===== src/rtl/l2_response_arbiter.sv =====
// l2_response_arbiter: round-robin merge of two 2-deep response FIFOs (src0 hits/acks, src1 fills) into one registered CPI output with valid/ready
module l2_response_arbiter #(
  parameter int DEPTH = 2
) (
  input  logic         clk,
  input  logic         reset_n,
  input  logic         src0_valid,
  output logic         src0_ready,
  input  logic         src0_status,
  input  logic [1:0]   src0_unit,
  input  logic [1:0]   src0_strand,
  input  logic [1:0]   src0_op,
  input  logic         src0_update,
  input  logic [1:0]   src0_way,
  input  logic [511:0] src0_data,
  input  logic         src1_valid,
  output logic         src1_ready,
  input  logic         src1_status,
  input  logic [1:0]   src1_unit,
  input  logic [1:0]   src1_strand,
  input  logic [1:0]   src1_op,
  input  logic         src1_update,
  input  logic [1:0]   src1_way,
  input  logic [511:0] src1_data,
  output logic         cpi_valid,
  output logic         cpi_status,
  output logic [1:0]   cpi_unit,
  output logic [1:0]   cpi_strand,
  output logic [1:0]   cpi_op,
  output logic         cpi_update,
  output logic [1:0]   cpi_way,
  output logic [511:0] cpi_data,
  input  logic         cpi_ready
);
  localparam int W = 522;
  logic [W-1:0] din [2];
  logic [W-1:0] mem [2][DEPTH];
  logic [1:0]   cnt [2];
  logic [1:0]   wp, rp, ne, rdy, enq, pop;
  logic [W-1:0] head, out_q;
  logic         last_grant, free, sel, deq;
  assign din[0] = {src0_status, src0_unit, src0_strand, src0_op, src0_update, src0_way, src0_data};
  assign din[1] = {src1_status, src1_unit, src1_strand, src1_op, src1_update, src1_way, src1_data};
  assign rdy = {cnt[1] != 2'(DEPTH), cnt[0] != 2'(DEPTH)};
  assign {src1_ready, src0_ready} = rdy;
  assign ne = {|cnt[1], |cnt[0]};
  assign enq = {src1_valid, src0_valid} & rdy;
  assign free = !cpi_valid || cpi_ready;
  assign sel = ne[1] && (!ne[0] || !last_grant);
  assign deq = free && |ne;
  assign pop = {deq && sel, deq && !sel};
  assign head = mem[sel][rp[sel]];
  assign {cpi_status, cpi_unit, cpi_strand, cpi_op, cpi_update, cpi_way, cpi_data} = out_q;
  always_ff @(posedge clk) begin
    if (enq[0]) mem[0][wp[0]] <= din[0];
    if (enq[1]) mem[1][wp[1]] <= din[1];
  end
  always_ff @(posedge clk or negedge reset_n) begin
    if (!reset_n) begin
      cnt[0]     <= '0;
      cnt[1]     <= '0;
      wp         <= '0;
      rp         <= '0;
      last_grant <= 1'b1;
      cpi_valid  <= 1'b0;
      out_q      <= '0;
    end else begin
      cnt[0] <= cnt[0] + 2'(enq[0]) - 2'(pop[0]);
      cnt[1] <= cnt[1] + 2'(enq[1]) - 2'(pop[1]);
      wp     <= wp ^ enq;
      rp     <= rp ^ pop;
      if (deq) begin
        out_q      <= head;
        cpi_valid  <= 1'b1;
        last_grant <= sel;
      end else if (free) cpi_valid <= 1'b0;
    end
  end
endmodule


===== config.mk =====
export PLATFORM = sky130hd
export DESIGN_NAME = l2_response_arbiter
export DESIGN_NICKNAME = d
export VERILOG_FILES = /design/src/rtl/l2_response_arbiter.sv
export SDC_FILE = /design/constraint.sdc
export NUM_CORES = 2
export LEC_CHECK = 0
export ABC_AREA = 1
export BUFFER_PORTS_ARGS = -buffer_cell sky130_fd_sc_hd__buf_4
export CORE_AREA = 10 10 603 605
export DETAILED_ROUTE_END_ITERATION = 10
export DIE_AREA = 0 0 613 615
export SLEW_MARGIN = 25
export SYNTH_ARGS = -nofsm -noshare
export SYNTH_HDL_FRONTEND = slang
export SYNTH_SLANG_ARGS = --single-unit

===== constraint.sdc =====
create_clock -name clk -period 29 [get_ports clk]
set_input_delay 1.45 -clock clk [delete_from_list [all_inputs] [get_ports clk]]
set_output_delay 1.45 -clock clk [all_outputs]
set_load 0.05 [all_outputs]

* Word level (Yosys, flattened, before mapping)
Memory sizes are Yosys's and may differ from the RTL's. Cells that the tools add are included.
Operators by class: $add $sub $neg 4, multipliers 0, div/mod/pow operators 0, order comparisons 6, eq/ne operators 2, shifts and indexed selects 0, muxes and demuxes 15, bitwise logic cells 6, reduce and logical (&&, ||, !) cells 16
Operators by type and width (count):
- $mux 522 | 5
- $mux 1044 | 2
- $demux 522 s1 | 2
- $ge 2x2->1 const B | 3
- $logic_and 1x1->1 | 6
- $mux 1 | 6
- $not 1->2 | 3
- $add 2x1->2 | 2
- $logic_not 1->1 | 4
- $lt 2x1->1 const B | 2
- $ne 2x2->1 const B | 2
- $reduce_or 2->1 | 2
- $reduce_or 4->1 | 1
- $sub 2x1->2 | 2
- $xor 2x2->2 | 2
- $and 2x2->2 | 1
- $logic_or 1x1->1 | 2
- $lt 1x2->1 const B | 1
- $reduce_bool 2->1 | 1
Word-level totals: register bits 532, bits in latches 0, RAM bits 2088, ROM bits 0, bits of input ports 1049, output and inout port bits 525, word-level logic and storage cells 57, memories kept 1
Memories:
- mem | words 2, width 1044, rd ports 1, clocked after memory_dff 0, wr ports 2, RTL line 37 | logic [W-1:0] mem [2][DEPTH];

* Depth between registers and ports, before layout
depth after elaboration 10, depth in mapped cells 12, gate-level depth less buffers 9

* Least setup slack after synthesis
Ideal clock, no wire load.
kind input-to-reg, from in src1_valid, to mem mem[1][0] (netlist name) (enable), library setup time 958 ps, arrival 13510 ps, data required time 28042 ps, path slack 14532 ps, cell stages on the path 3, path buffers 0, path through nand2_1 > inv_1 > ha_1
RTL lines:
- start: declaration | RTL line 16 | input logic src1_valid,
- end: declaration | RTL line 37

* Worst setup path in the final report
from reg cnt[0] (netlist name), to reg out_q[135]
Between the ends: word-level cells in the longest chain between the ends 8, elaborated cells on any way between the ends 11, those cells by class 5 x mux; 1 x bitwise; 4 x reduce/logical; 1 x memory
Ends and longest elaborated chain:
- start: declaration | RTL line 38 | logic [1:0] cnt [2];
- $reduce_or 2->1 | RTL line 46 | assign ne = {|cnt[1], |cnt[0]};
- $logic_and 1x1->1 | RTL line 49 | assign sel = ne[1] && (!ne[0] || !last_grant);
- $mux 1 (not written as such) (2 in a row) | RTL line 52 | assign head = mem[sel][rp[sel]];
- $not 1->2 (not written as such) | RTL line 52
- $mux 522 (not written as such) (3 in a row) | RTL line 52
- end signal: assignment | RTL line 66 | out_q <= '0;
- end signal: assignment | RTL line 73 | out_q <= head;
- end: declaration | RTL line 40 | logic [W-1:0] head, out_q;
Parallel ways exist; a longest one is shown, timed or not. The select of a mux whose other input is x is not followed. A chain may end at the register's enable or synchronous reset.

==> run summary <==
DP HPWL = 270000 um
Layout Skew = 67.7 ps
Detail Route Antenna Nets = 0
Hold Violations, Final = 0
Max H-tree Level = 5
Crit-path max cell delay = 850 ps
DR pass1 iterations = 8
Rel. slew slack = 23.4%
Final core occ = 37.2%
DP Cell Count = 15.2k
Psw = 7.62 mW
Yosys Warn Count = 0
CP required = 29750 ps
Synth Instances = 9450
Top-level port count = 1574
DRC errors left = 0
Placed instance area = 120000 um^2
Syn_nets = 10.5k
Max Cap Violations = 0
Outcome = finished, final reports clean
Worst flop-to-flop path startpoint = cnt[0]$_DFF_PN0_
#FFs+latches synth = 2620
Avg Vias per Cell = 4.65
Lkg Pwr = 57.1 nW
Setup repair bufs after CTS = 0
1st-iter DRT viols = 7256
Top cell family by delay on the critical path = buffers and inverters
Nets = 12.0k
Critical Path Sink = out_q[135]$_DFFE_PN0P_
Critical path peak fanout = 94
Pwr Total = 17.0 mW
Buffers on Ports = 1573
Clk root buf = clkbuf_16
Num CTS Buffers = 289
Final hold slack = 468 ps
Critical path class = reg -> reg
Total global routing overflow = 0
Non-Filler Instances = 15.9k
Routed len/inst = 24.9 um
TritonCTS clock tree = built
Post-route clock period utilization = 18.5%
Pwr Density = 130 nW/um^2
Fraction of layout cells with a size suffix above 1 = 19.1%
Reg2Reg Depth = 12
Clock sinks = 2620
CTS-repair resized insts = 0
Initial Utilization = 29.7%
Site Rows = 218
Die width = 613 um
Critical path depth in cells = 12
First-pass GRT wire length = 544000 um
Final worst slack = 23640 ps
CTS Hold Bufs = 0
Clock Latency Late Sink = 900 ps
Initial antenna violation count = 183
Routability Congestion = 0.873
Hold crit path type = reg -> reg
Critical-path cell list = clkinv_1, nand2_8, nand2_4, buf_4, buf_4, buf_4, buf_4, nand2_1, o21ai_1, nand2_1, nand3_1, nand2_1
Final instance area = 131000 um^2
Synth Cell Area = 104000 um^2
Worst reg-to-reg setup slack = 23640 ps
Switch share = 44.8%
Tmin final = 5360 ps
Reg2reg end = out_q[135]$_DFFE_PN0P_
Setup repair after global routing missed its margin = false
Total length of routed wires = 395000 um
Clock share of power = 22.1%
Final setup violation count = 0
Max Fclk = 0.187 GHz
Largest net degree at the start of global routing = 186
Place WS = 22810 ps
CP Launch Type = register
Buf/Inv on CP = 5
Worst-path clk slew = 60 ps
Seq/Total Area, Yosys = 72.9%
CP endpoint kind = register
Comb power frac = 44.1%
Measured slew at the worst slew-check pin = 1150 ps
Average cell area after synthesis = 11.0 um^2
Max Slew Vio Count = 0
Die ar. = 377000 um^2
Critical Path AT = 6110 ps
Unique masters post-synth = 24
Worst IR Drop VDD = 0.000136 V
Vias post-DR = 73.9k
Slowest cell on the critical path = buf_4
Die H = 615 um
Number of global-route vias before repair = 69.1k
GRT Resource Usage Total = 19.9%
Cell mode on critical path = buf_4
Clock tree buffer depth = 4
Core area = 351000 um^2
P_int = 9.41 mW
Reg power frac = 33.8%
Setup TNS = 0 ps
Critical Path Start = cnt[0]$_DFF_PN0_
Syn-to-layout area delta = 25.2%
## registers in the layout, indices dropped and copies added (netlist names)
register and flops:
rp 2, cnt 4, cpi_valid 1, mem 2088
out_q 522, wp 2, last_grant 1
## area by class of cell
type	instances	area (um^2)
clock inverters	136	1590
multi-input cells	5251	21900
fillers	34300	221000
flip-flops and latches	2620	76000
clock buffers	399	8140
repair buffers	1676	12800
diodes	119	298
inverters	1060	3990
well taps	4620	5780
## routing by layer
layer	global-route usage (%)	vias to the layer above	routed length [um]
met5	0	-	424
met3	5.20	691	31700
li1	-	34000	-
met4	10.3	64	19600
met2	32.8	3007	192000
met1	24.1	36100	151000
## placed cells by master, fill, tap and decap left out, types with 2 or more instances in the layout
master      instances
clkinv_16           7
nand2_1          3660
ha_4                4
clkbuf_16         293
inv_16              4
o21ai_0             3
clkbuf_8           41
diode_2           119
xnor2_1             2
o21ai_1           520
buf_16              2
xor2_1              4
buf_4            1657
inv_6              13
clkinv_4            4
clkinvlp_4         17
nand3_1          1044
inv_1            1056
clkinv_2           33
bufinv_16          23
edfxtp_1         2088
clkinv_8            3
buf_12             15
nand2_8             2
clkbuf_1           65
dfrtp_1           531
clkinv_1           33
nor2_1              3
ha_1                4
inv_8               2
## worst reg2reg max path, cell delays in order, from the launching register on
cell and delay, ps:
dfrtp_1 380, clkinv_1 120, nand2_8 210, nand2_4 660, buf_4 710, buf_4 840, buf_4 860, buf_4 900
nand2_1 180, o21ai_1 130, nand2_1 90, nand3_1 110, nand2_1 70
## kinds of logic (layout without fill, tap and decap cells)
logic type      after synthesis  count (layout)  share of synthesized area (%)
other cells                   0             119                              0
flops                      2620            2620                           72.9
buf+inv                    1579            3271                           6.15
compound gates              526             526                           2.54
simple gates               4711            4711                           18.2
xor+xnor                      6               6                         0.0504
fa+ha+maj                     8               8                         0.0960
## worst min-delay path by stage
stage                    start                     end  slack (ps)  cells after the start
2_1_floorplan  rp[1]$_DFF_PN0_         rp[1]$_DFF_PN0_         430                      1
3_3_place_gp   rp[0]$_DFF_PN0_         rp[0]$_DFF_PN0_         460                      1
3_5_place_dp   rp[0]$_DFF_PN0_         rp[0]$_DFF_PN0_         460                      1
4_1_cts                reset_n  out_q[371]$_DFFE_PN0P_         420                      1
5_1_grt        rp[0]$_DFF_PN0_         rp[0]$_DFF_PN0_         480                      1
6_report       rp[0]$_DFF_PN0_         rp[0]$_DFF_PN0_         470                      1
## Yosys cell counts (all sizes together)
library cell | n | share of area, %
xnor2 | 2 | 0.017
nor2 | 3 | 0.011
ha | 8 | 0.096
inv | 1059 | 3.8
nand2 | 3663 | 13
o21ai | 524 | 2.5
clkinv | 1 | 0.0036
nand3 | 1044 | 5.0
edfxtp | 2088 | 60
xor2 | 4 | 0.034
a21oi | 1 | 0.0048
nand3b | 1 | 0.0072
clkbuf | 139 | 0.50
buf | 380 | 1.8
dfrtp | 531 | 13
dfstp | 1 | 0.025
o22ai | 1 | 0.012
## power groups by stage
stage	clock network, mW	logic, mW	registers, mW
after detailed placement	0	7.56	5.82
final	3.76	7.51	5.76
after global placement	0	7.51	5.82
after CTS	3.83	7.59	5.76
after global routing	3.99	8.22	5.84
after floorplan	0	3.75	7.43
Note: power is estimated with default switching activity, not from simulation.
